## config.mk

```make
export PLATFORM = sky130hd
export DESIGN_NAME = eth_10gb_apb_master_flat
export DESIGN_NICKNAME = d
export VERILOG_FILES = /design/src/rtl/eth_10gb_apb_master_if.sv /design/src/rtl/eth_10gb_apb_master.sv /design/src/flat_wrapper.sv
export SDC_FILE = /design/constraint.sdc
export NUM_CORES = 1
export LEC_CHECK = 0
export ABC_AREA = 1
export BUFFER_PORTS_ARGS = -buffer_cell sky130_fd_sc_hd__buf_2
export CORE_ASPECT_RATIO = 0.6
export CORE_MARGIN = 2
export CORE_UTILIZATION = 48
export DETAILED_ROUTE_END_ITERATION = 12
export GPL_ROUTABILITY_DRIVEN = 0
export GPL_TIMING_DRIVEN = 0
export MAX_ROUTING_LAYER = met4
export PLACE_DENSITY_LB_ADDON = 0.2
export SYNTH_ARGS = -nofsm -noshare
export SYNTH_HDL_FRONTEND = slang
export SYNTH_SLANG_ARGS = --single-unit
```

## constraint.sdc

```tcl
create_clock -name i_aclk -period 2.7 [get_ports i_aclk]
set_clock_uncertainty 0.2 [all_clocks]
set_input_delay 0.54 -clock i_aclk [delete_from_list [all_inputs] [get_ports i_aclk]]
set_output_delay 0.54 -clock i_aclk [all_outputs]
set_load 0.005 [all_outputs]
```

## src/rtl/eth_10gb_apb_master_if.sv

```systemverilog
// rtl/eth_10gb_apb_master_if.sv - command/response and MAC/PCS APB signal bundle for eth_10gb_apb_master
interface eth_10gb_apb_master_if;
    logic        i_cmd_valid;
    logic        o_cmd_ready;
    logic        i_cmd_target;
    logic        i_cmd_write;
    logic        i_cmd_poll;
    logic [31:0] i_cmd_addr;
    logic [31:0] i_cmd_wdata;
    logic [31:0] i_cmd_mask;

    logic        o_rsp_valid;
    logic        i_rsp_ready;
    logic [31:0] o_rsp_rdata;
    logic [1:0]  o_rsp_status;
    logic [7:0]  o_rsp_reads;
    logic        o_busy;

    logic        o_mac_apb_psel;
    logic        o_mac_apb_penable;
    logic        o_mac_apb_pwrite;
    logic [31:0] o_mac_apb_paddr;
    logic [31:0] o_mac_apb_pwdata;
    logic        i_mac_apb_pready;
    logic [31:0] i_mac_apb_prdata;
    logic        i_mac_apb_pserr;

    logic        o_pcs_apb_psel;
    logic        o_pcs_apb_penable;
    logic        o_pcs_apb_pwrite;
    logic [31:0] o_pcs_apb_paddr;
    logic [31:0] o_pcs_apb_pwdata;
    logic        i_pcs_apb_pready;
    logic [31:0] i_pcs_apb_prdata;
    logic        i_pcs_apb_pserr;

    modport master (
        input  i_cmd_valid, i_cmd_target, i_cmd_write, i_cmd_poll,
        input  i_cmd_addr, i_cmd_wdata, i_cmd_mask, i_rsp_ready,
        output o_cmd_ready, o_rsp_valid, o_rsp_rdata, o_rsp_status, o_rsp_reads, o_busy,
        output o_mac_apb_psel, o_mac_apb_penable, o_mac_apb_pwrite, o_mac_apb_paddr, o_mac_apb_pwdata,
        input  i_mac_apb_pready, i_mac_apb_prdata, i_mac_apb_pserr,
        output o_pcs_apb_psel, o_pcs_apb_penable, o_pcs_apb_pwrite, o_pcs_apb_paddr, o_pcs_apb_pwdata,
        input  i_pcs_apb_pready, i_pcs_apb_prdata, i_pcs_apb_pserr
    );

    modport slave (
        output i_cmd_valid, i_cmd_target, i_cmd_write, i_cmd_poll,
        output i_cmd_addr, i_cmd_wdata, i_cmd_mask, i_rsp_ready,
        input  o_cmd_ready, o_rsp_valid, o_rsp_rdata, o_rsp_status, o_rsp_reads, o_busy,
        input  o_mac_apb_psel, o_mac_apb_penable, o_mac_apb_pwrite, o_mac_apb_paddr, o_mac_apb_pwdata,
        output i_mac_apb_pready, i_mac_apb_prdata, i_mac_apb_pserr,
        input  o_pcs_apb_psel, o_pcs_apb_penable, o_pcs_apb_pwrite, o_pcs_apb_paddr, o_pcs_apb_pwdata,
        output i_pcs_apb_pready, i_pcs_apb_prdata, i_pcs_apb_pserr
    );
endinterface

```

## src/rtl/eth_10gb_apb_master.sv

```systemverilog
// rtl/eth_10gb_apb_master.sv - APB initiator running single writes/reads or read-poll loops on the MAC or PCS port
module eth_10gb_apb_master #(
    parameter int TIMEOUT_CYC  = 1024,
    parameter int POLL_MAX     = 16,
    parameter int POLL_GAP_CYC = 8
) (
    input  logic                  i_aclk,
    input  logic                  i_arst_n,
    eth_10gb_apb_master_if.master bus
);
    typedef enum logic [2:0] {S_IDLE, S_SETUP, S_ACCESS, S_GAP, S_RESP} state_t;

    localparam int TW = $clog2(TIMEOUT_CYC + 1);
    localparam int GW = (POLL_GAP_CYC > 1) ? $clog2(POLL_GAP_CYC) : 1;

    state_t         state, state_nx;
    logic           tgt_q, wr_q, poll_q;
    logic [31:0]    addr_q, wdata_q, mask_q, rdata_q;
    logic [1:0]     status_q;
    logic [7:0]     reads_q;
    logic [TW-1:0]  tmo_q;
    logic [GW-1:0]  gap_q;

    logic           pready_sel, pserr_sel, poll_miss, reads_more, tmo_hit, gap_done;
    logic [31:0]    prdata_sel;
    logic [7:0]     reads_inc;
    logic           pcs_prdata_unused;

    // PCS registers are 16 bits wide; the upper half of its prdata is never trusted.
    assign pready_sel = tgt_q ? bus.i_pcs_apb_pready : bus.i_mac_apb_pready;
    assign pserr_sel  = tgt_q ? bus.i_pcs_apb_pserr  : bus.i_mac_apb_pserr;
    assign prdata_sel = tgt_q ? {16'h0000, bus.i_pcs_apb_prdata[15:0]} : bus.i_mac_apb_prdata;
    assign pcs_prdata_unused = ^bus.i_pcs_apb_prdata[31:16];

    assign reads_inc  = reads_q + 8'd1;
    assign poll_miss  = poll_q && ((prdata_sel & mask_q) != (wdata_q & mask_q));
    assign reads_more = (32'(reads_inc) < 32'(POLL_MAX));
    assign tmo_hit    = (tmo_q == TW'(TIMEOUT_CYC - 1));
    assign gap_done   = (gap_q == GW'(POLL_GAP_CYC - 1));

    always_ff @(posedge i_aclk or negedge i_arst_n) begin
        if (!i_arst_n) begin
            state <= S_IDLE;
        end else begin
            state <= state_nx;
        end
    end

    always_comb begin
        state_nx = state;
        unique case (state)
            S_IDLE:   if (bus.i_cmd_valid) state_nx = S_SETUP;
            S_SETUP:  state_nx = S_ACCESS;
            S_ACCESS: begin
                if (pready_sel) begin
                    if (!pserr_sel && poll_miss && reads_more)
                        state_nx = (POLL_GAP_CYC == 0) ? S_SETUP : S_GAP;
                    else
                        state_nx = S_RESP;
                end else if (tmo_hit) begin
                    state_nx = S_RESP;
                end
            end
            S_GAP:    if (gap_done) state_nx = S_SETUP;
            S_RESP:   if (bus.i_rsp_ready) state_nx = S_IDLE;
            default:  state_nx = S_IDLE;
        endcase
    end

    always_ff @(posedge i_aclk or negedge i_arst_n) begin
        if (!i_arst_n) begin
            tgt_q    <= 1'b0;
            wr_q     <= 1'b0;
            poll_q   <= 1'b0;
            addr_q   <= '0;
            wdata_q  <= '0;
            mask_q   <= '0;
            rdata_q  <= '0;
            status_q <= 2'b00;
            reads_q  <= '0;
            tmo_q    <= '0;
            gap_q    <= '0;
        end else begin
            unique case (state)
                S_IDLE: begin
                    if (bus.i_cmd_valid) begin
                        tgt_q    <= bus.i_cmd_target;
                        wr_q     <= bus.i_cmd_write;
                        poll_q   <= bus.i_cmd_poll & ~bus.i_cmd_write;
                        addr_q   <= bus.i_cmd_addr;
                        wdata_q  <= bus.i_cmd_wdata;
                        mask_q   <= bus.i_cmd_mask;
                        rdata_q  <= '0;
                        status_q <= 2'b00;
                        reads_q  <= '0;
                    end
                end
                S_SETUP: begin
                    tmo_q <= '0;
                end
                S_ACCESS: begin
                    tmo_q <= tmo_q + TW'(1);
                    if (pready_sel) begin
                        gap_q <= '0;
                        if (!wr_q) begin
                            rdata_q <= prdata_sel;
                            reads_q <= reads_inc;
                        end
                        if (pserr_sel)
                            status_q <= 2'b01;
                        else if (poll_miss && !reads_more)
                            status_q <= 2'b11;
                        else
                            status_q <= 2'b00;
                    end else if (tmo_hit) begin
                        status_q <= 2'b10;
                    end
                end
                S_GAP: begin
                    gap_q <= gap_q + GW'(1);
                end
                default: ;
            endcase
        end
    end

    // Bus outputs decode straight from state so an async reset zeroes them without a clock.
    always_comb begin
        bus.o_cmd_ready       = (state == S_IDLE);
        bus.o_busy            = (state != S_IDLE);
        bus.o_rsp_valid       = (state == S_RESP);
        bus.o_rsp_rdata       = (state == S_RESP) ? rdata_q  : 32'h0;
        bus.o_rsp_status      = (state == S_RESP) ? status_q : 2'b00;
        bus.o_rsp_reads       = (state == S_RESP) ? reads_q  : 8'h00;

        bus.o_mac_apb_psel    = 1'b0;
        bus.o_mac_apb_penable = 1'b0;
        bus.o_mac_apb_pwrite  = 1'b0;
        bus.o_mac_apb_paddr   = 32'h0;
        bus.o_mac_apb_pwdata  = 32'h0;
        bus.o_pcs_apb_psel    = 1'b0;
        bus.o_pcs_apb_penable = 1'b0;
        bus.o_pcs_apb_pwrite  = 1'b0;
        bus.o_pcs_apb_paddr   = 32'h0;
        bus.o_pcs_apb_pwdata  = 32'h0;

        if (state == S_SETUP || state == S_ACCESS) begin
            if (tgt_q) begin
                bus.o_pcs_apb_psel    = 1'b1;
                bus.o_pcs_apb_penable = (state == S_ACCESS);
                bus.o_pcs_apb_pwrite  = wr_q;
                bus.o_pcs_apb_paddr   = addr_q;
                bus.o_pcs_apb_pwdata  = wdata_q;
            end else begin
                bus.o_mac_apb_psel    = 1'b1;
                bus.o_mac_apb_penable = (state == S_ACCESS);
                bus.o_mac_apb_pwrite  = wr_q;
                bus.o_mac_apb_paddr   = addr_q;
                bus.o_mac_apb_pwdata  = wdata_q;
            end
        end
    end
endmodule

```

## src/flat_wrapper.sv

```systemverilog
// flat-port wrapper written by rule: the top's interface ports become plain ports
module eth_10gb_apb_master_flat 
#(
    parameter int TIMEOUT_CYC  = 1024,
    parameter int POLL_MAX     = 16,
    parameter int POLL_GAP_CYC = 8
)
  (i_aclk, i_arst_n, bus_i_cmd_valid, bus_i_cmd_target, bus_i_cmd_write, bus_i_cmd_poll, bus_i_cmd_addr, bus_i_cmd_wdata, bus_i_cmd_mask, bus_i_rsp_ready, bus_o_cmd_ready, bus_o_rsp_valid, bus_o_rsp_rdata, bus_o_rsp_status, bus_o_rsp_reads, bus_o_busy, bus_o_mac_apb_psel, bus_o_mac_apb_penable, bus_o_mac_apb_pwrite, bus_o_mac_apb_paddr, bus_o_mac_apb_pwdata, bus_i_mac_apb_pready, bus_i_mac_apb_prdata, bus_i_mac_apb_pserr, bus_o_pcs_apb_psel, bus_o_pcs_apb_penable, bus_o_pcs_apb_pwrite, bus_o_pcs_apb_paddr, bus_o_pcs_apb_pwdata, bus_i_pcs_apb_pready, bus_i_pcs_apb_prdata, bus_i_pcs_apb_pserr);
  eth_10gb_apb_master_if bus_i ();
  input  logic i_aclk;
  input  logic i_arst_n;
  input wire logic [$bits(bus_i.i_cmd_valid)-1:0] bus_i_cmd_valid;
  input wire logic [$bits(bus_i.i_cmd_target)-1:0] bus_i_cmd_target;
  input wire logic [$bits(bus_i.i_cmd_write)-1:0] bus_i_cmd_write;
  input wire logic [$bits(bus_i.i_cmd_poll)-1:0] bus_i_cmd_poll;
  input wire logic [$bits(bus_i.i_cmd_addr)-1:0] bus_i_cmd_addr;
  input wire logic [$bits(bus_i.i_cmd_wdata)-1:0] bus_i_cmd_wdata;
  input wire logic [$bits(bus_i.i_cmd_mask)-1:0] bus_i_cmd_mask;
  input wire logic [$bits(bus_i.i_rsp_ready)-1:0] bus_i_rsp_ready;
  output wire logic [$bits(bus_i.o_cmd_ready)-1:0] bus_o_cmd_ready;
  output wire logic [$bits(bus_i.o_rsp_valid)-1:0] bus_o_rsp_valid;
  output wire logic [$bits(bus_i.o_rsp_rdata)-1:0] bus_o_rsp_rdata;
  output wire logic [$bits(bus_i.o_rsp_status)-1:0] bus_o_rsp_status;
  output wire logic [$bits(bus_i.o_rsp_reads)-1:0] bus_o_rsp_reads;
  output wire logic [$bits(bus_i.o_busy)-1:0] bus_o_busy;
  output wire logic [$bits(bus_i.o_mac_apb_psel)-1:0] bus_o_mac_apb_psel;
  output wire logic [$bits(bus_i.o_mac_apb_penable)-1:0] bus_o_mac_apb_penable;
  output wire logic [$bits(bus_i.o_mac_apb_pwrite)-1:0] bus_o_mac_apb_pwrite;
  output wire logic [$bits(bus_i.o_mac_apb_paddr)-1:0] bus_o_mac_apb_paddr;
  output wire logic [$bits(bus_i.o_mac_apb_pwdata)-1:0] bus_o_mac_apb_pwdata;
  input wire logic [$bits(bus_i.i_mac_apb_pready)-1:0] bus_i_mac_apb_pready;
  input wire logic [$bits(bus_i.i_mac_apb_prdata)-1:0] bus_i_mac_apb_prdata;
  input wire logic [$bits(bus_i.i_mac_apb_pserr)-1:0] bus_i_mac_apb_pserr;
  output wire logic [$bits(bus_i.o_pcs_apb_psel)-1:0] bus_o_pcs_apb_psel;
  output wire logic [$bits(bus_i.o_pcs_apb_penable)-1:0] bus_o_pcs_apb_penable;
  output wire logic [$bits(bus_i.o_pcs_apb_pwrite)-1:0] bus_o_pcs_apb_pwrite;
  output wire logic [$bits(bus_i.o_pcs_apb_paddr)-1:0] bus_o_pcs_apb_paddr;
  output wire logic [$bits(bus_i.o_pcs_apb_pwdata)-1:0] bus_o_pcs_apb_pwdata;
  input wire logic [$bits(bus_i.i_pcs_apb_pready)-1:0] bus_i_pcs_apb_pready;
  input wire logic [$bits(bus_i.i_pcs_apb_prdata)-1:0] bus_i_pcs_apb_prdata;
  input wire logic [$bits(bus_i.i_pcs_apb_pserr)-1:0] bus_i_pcs_apb_pserr;
  assign bus_i.i_cmd_valid = bus_i_cmd_valid;
  assign bus_i.i_cmd_target = bus_i_cmd_target;
  assign bus_i.i_cmd_write = bus_i_cmd_write;
  assign bus_i.i_cmd_poll = bus_i_cmd_poll;
  assign bus_i.i_cmd_addr = bus_i_cmd_addr;
  assign bus_i.i_cmd_wdata = bus_i_cmd_wdata;
  assign bus_i.i_cmd_mask = bus_i_cmd_mask;
  assign bus_i.i_rsp_ready = bus_i_rsp_ready;
  assign bus_o_cmd_ready = bus_i.o_cmd_ready;
  assign bus_o_rsp_valid = bus_i.o_rsp_valid;
  assign bus_o_rsp_rdata = bus_i.o_rsp_rdata;
  assign bus_o_rsp_status = bus_i.o_rsp_status;
  assign bus_o_rsp_reads = bus_i.o_rsp_reads;
  assign bus_o_busy = bus_i.o_busy;
  assign bus_o_mac_apb_psel = bus_i.o_mac_apb_psel;
  assign bus_o_mac_apb_penable = bus_i.o_mac_apb_penable;
  assign bus_o_mac_apb_pwrite = bus_i.o_mac_apb_pwrite;
  assign bus_o_mac_apb_paddr = bus_i.o_mac_apb_paddr;
  assign bus_o_mac_apb_pwdata = bus_i.o_mac_apb_pwdata;
  assign bus_i.i_mac_apb_pready = bus_i_mac_apb_pready;
  assign bus_i.i_mac_apb_prdata = bus_i_mac_apb_prdata;
  assign bus_i.i_mac_apb_pserr = bus_i_mac_apb_pserr;
  assign bus_o_pcs_apb_psel = bus_i.o_pcs_apb_psel;
  assign bus_o_pcs_apb_penable = bus_i.o_pcs_apb_penable;
  assign bus_o_pcs_apb_pwrite = bus_i.o_pcs_apb_pwrite;
  assign bus_o_pcs_apb_paddr = bus_i.o_pcs_apb_paddr;
  assign bus_o_pcs_apb_pwdata = bus_i.o_pcs_apb_pwdata;
  assign bus_i.i_pcs_apb_pready = bus_i_pcs_apb_pready;
  assign bus_i.i_pcs_apb_prdata = bus_i_pcs_apb_prdata;
  assign bus_i.i_pcs_apb_pserr = bus_i_pcs_apb_pserr;
  eth_10gb_apb_master #(.TIMEOUT_CYC(TIMEOUT_CYC), .POLL_MAX(POLL_MAX), .POLL_GAP_CYC(POLL_GAP_CYC)) u_core (.i_aclk(i_aclk), .i_arst_n(i_arst_n), .bus(bus_i));
endmodule
```

==> results.py <==
metrics = {
    "run_status": {
        "status": "finished, violations left",
        "violations": "setup timing",
    },
    "setup_path": {
        "end_kind": "primary output",
        "path_max_fanout": 7,
        "r2r_setup_slack_ps": 180,
        "crit_type": "register to primary output",
        "required_ps": 1960,
        "cp.arrival_ps": 2070,
        "r2r-start": "u_core.tgt_q",
        "startpoint_type": "register",
        "rr_endpoint": "u_core.status_q[0]",
        "rr_worst_depth": 13,
    },
    "routing": {
        "drtIter0Drc": 841,
        "ant_nets": 0,
        "drt_pass1_iterations": 6,
        "viasPerCell": 5.20,
        "wl_per_cell_um": 17.2,
        "routed_wl_um": 30000,
        "drcViolationCount": 0,
        "via_count": 9057,
    },
    "power_and_ir_drop": {
        "p_total_w": 0.0129,
        "pwr_density_cell_nw_per_um2": 1110,
        "vdd_ir_drop_max_mv": 0.616,
        "cellLeakagePower_nw": 6.33,
    },
    "sta": {
        "fin_tns_setup_ps": -5300,
        "timing.final.ws_setup_ps": -110,
        "relSlewSlack_pct": 56.7,
        "timing.fmax_ghz": 0.356,
        "min_period_ps": 2810,
        "whs_ps": 111,
        "rsz0062_at_grt": "yes",
        "setup_viol": 107,
        "timing.final.crit_share_pct": 104,
        "maxSlewViolCount": 0,
        "tightestPinTransition_ps": 650,
        "hold_viol_final": 0,
    },
    "die": {
        "core.rowCount": 36,
        "die-width_um": 173,
        "ioPinCount": 350,
        "die_area_sq_um": 18200,
        "core_sq_um": 16500,
        "initial_core_util_pct": 49.8,
        "die_h_um": 105,
    },
    "worst_hold_path": {
        "min_delay_worst_endpoint": "u_core.mask_q[6]",
        "min_path_cells": 3,
        "hold_class": "input pin to register",
        "min_from": "bus_i_cmd_mask[6]",
    },
    "logic_synthesis": {
        "mappedNetlistArea_sq_um": 8210,
        "synth_seq_cells": 158,
        "syn_avg_cell_area_sq_um": 7.29,
        "ys_warn_count": 0,
        "yosysUniqueCellTypes": 32,
        "synthCells": 1126,
        "synth_nets": 1301,
        "seq_area_frac_synth_pct": 48.2,
    },
    "layout": {
        "drive_above_1_share_pct": 35.8,
        "n_fill_cell": 1439,
        "area_delta_synth_final_pct": 41.1,
        "layout_commonest_cell": "buf_2",
        "instances_no_fill": 1741,
        "final_nets": 1673,
        "most-common-layout-cells": "buf_2 (344), nand2_1 (312), dfrtp_1 (156)",
    },
    "global_route": {
        "grt_usage_pct": 32.5,
        "grt_pass1_vias": 8189,
        "grt_pass1_wl_um": 44600,
        "grt_antenna_before_repair": 2,
        "grt_overflow": 0,
        "grt_max_degree": 114,
    },
    "flow_run": {
        "maxCapViolCount": 0,
    },
    "clock_tree": {
        "clk_pin_slew_worst_paths_ps": 70,
        "root_buffer": "clkbuf_16",
        "cts_tree": "done",
        "clock_latency_ps": 420,
        "cts.htree.levels": 4,
        "cts.sinks": 158,
        "clockBufferDepth": 2,
        "cts_made_buffers": 17,
    },
    "placement": {
        "dp_worst_setup_slack_ps": -142,
        "io_buffers": 333,
        "place_inst": 1688,
        "dp_hpwl_um": 21500,
    },
}
-- how the worst max path moves through the flow --
stage | start | endpoint | slack [ps] | cells past startpoint
final | u_core.state[0] | bus_o_mac_apb_paddr[28] | -110 | 11
after global routing | u_core.state[0] | bus_o_mac_apb_paddr[28] | -220 | 11
after CTS | u_core.state[0] | bus_o_pcs_apb_paddr[26] | -60 | 12
after detailed placement | u_core.state[2] | bus_o_pcs_apb_pwdata[30] | -140 | 10
after global placement | i_arst_n | u_core.wdata_q[9] | -1520 | 1
after floorplan | u_core.state[2] | bus_o_mac_apb_paddr[0] | 400 | 11
-- logic make-up (layout without fill, tap and decap cells) --
group                    Yosys count  after routing  synth area share [%]
multiplexers                       1              1                 0.122
other                              0              2                     0
AND/OR/NAND/NOR                  628            628                  30.9
flip-flops                       158            158                  48.2
adder cells (fa/ha/maj)            4              4                 0.610
XOR/XNOR                           2              2                 0.213
buffers and inverters            197            582                  10.7
AO/OA/AOI/OAI                    136            136                  9.28
-- through the flow --
stage	instance area [sq um]	utilization (%)
2_1_floorplan	8210	-
3_3_place_gp	10200	61.6
3_5_place_dp	10200	61.9
4_1_cts	11200	67.7
5_1_grt	11600	70.3
6_report	11600	70.3
-- sequential cells by signal (all words and copies together), names as in the netlist --
name	cells
u_core.wdata_q	32
u_core.poll_q	1
u_core.addr_q	32
u_core.rdata_q	32
u_core.status_q	2
u_core.reads_q	8
u_core.gap_q	3
u_core.state	3
u_core.tgt_q	1
u_core.mask_q	32
u_core.tmo_q	11
u_core.wr_q	1
-- power breakdown --
| part | leakage, nW | internal [W] | switching, W | total, W |
|---|---|---|---|---|
| registers | 2.03 | 0.00333 | 0.000468 | 0.00379 |
| clock network | 0.294 | 0.00146 | 0.00107 | 0.00253 |
| logic | 4.01 | 0.00242 | 0.00414 | 0.00656 |
-- worst max-delay path: stages (launching register included) --
cell and delay, ps:
dfrtp_1 400, inv_2 70, nor3_4 220, inv_2 90
nand2_4 90, inv_4 50, nor2_4 110, inv_4 70
buf_12 150, clkbuf_16 160, nor2_2 110, buf_2 130
-- cell type report --
cell class,instances,area [sq um],area share (%)
sequential,158,3960,34.1
clock buffer,20,467,4.03
clock inverter,12,149,1.28
antenna,2,5.00,0.0432
inverter,142,549,4.74
tap,228,285,2.46
buffer,54,458,3.95
multi-input combinational,771,3720,32.1
timing repair buffer,354,2000,17.3
-- repair_timing --
item                                    4_1_cts  5_1_grt
hold buffers                                  1        0
cloned                                        3        4
setup buffers                                10        2
endpoints found under the hold margin        45        0
endpoints found under the setup margin      160      174
pin swaps                                     3        3
resized for setup                            57      108
-- metal layers --
metal,GRT usage [%],vias to the layer above,part of all wire (%)
met5,-,-,0
met4,7.63,0,1.7
met3,5.66,36,8.1
met2,48.2,433,46
met1,46.6,4308,44
li1,-,4280,-
-- Yosys cell counts, drive strengths merged --
library cell | instances | area, sq um
nand2 | 315 | 1190
nand4 | 17 | 106
or2 | 3 | 18.8
o32ai | 1 | 8.76
xor2 | 2 | 17.5
o21ai | 97 | 485
dfrtp | 158 | 3950
mux2i | 1 | 10.0
inv | 140 | 526
ha | 4 | 50.1
nor3 | 7 | 35.0
o221ai | 1 | 8.76
buf | 38 | 282
o211ai | 2 | 15.0
a211oi | 2 | 20.0
a21oi | 5 | 36.3
a22o | 3 | 26.3
o22ai | 23 | 144
nand3 | 75 | 375
clkbuf | 17 | 63.8
o21a | 1 | 7.51
nor2 | 211 | 813
clkinv | 2 | 7.51
a32o | 1 | 10.0
Power figures use the tool's default switching activity.
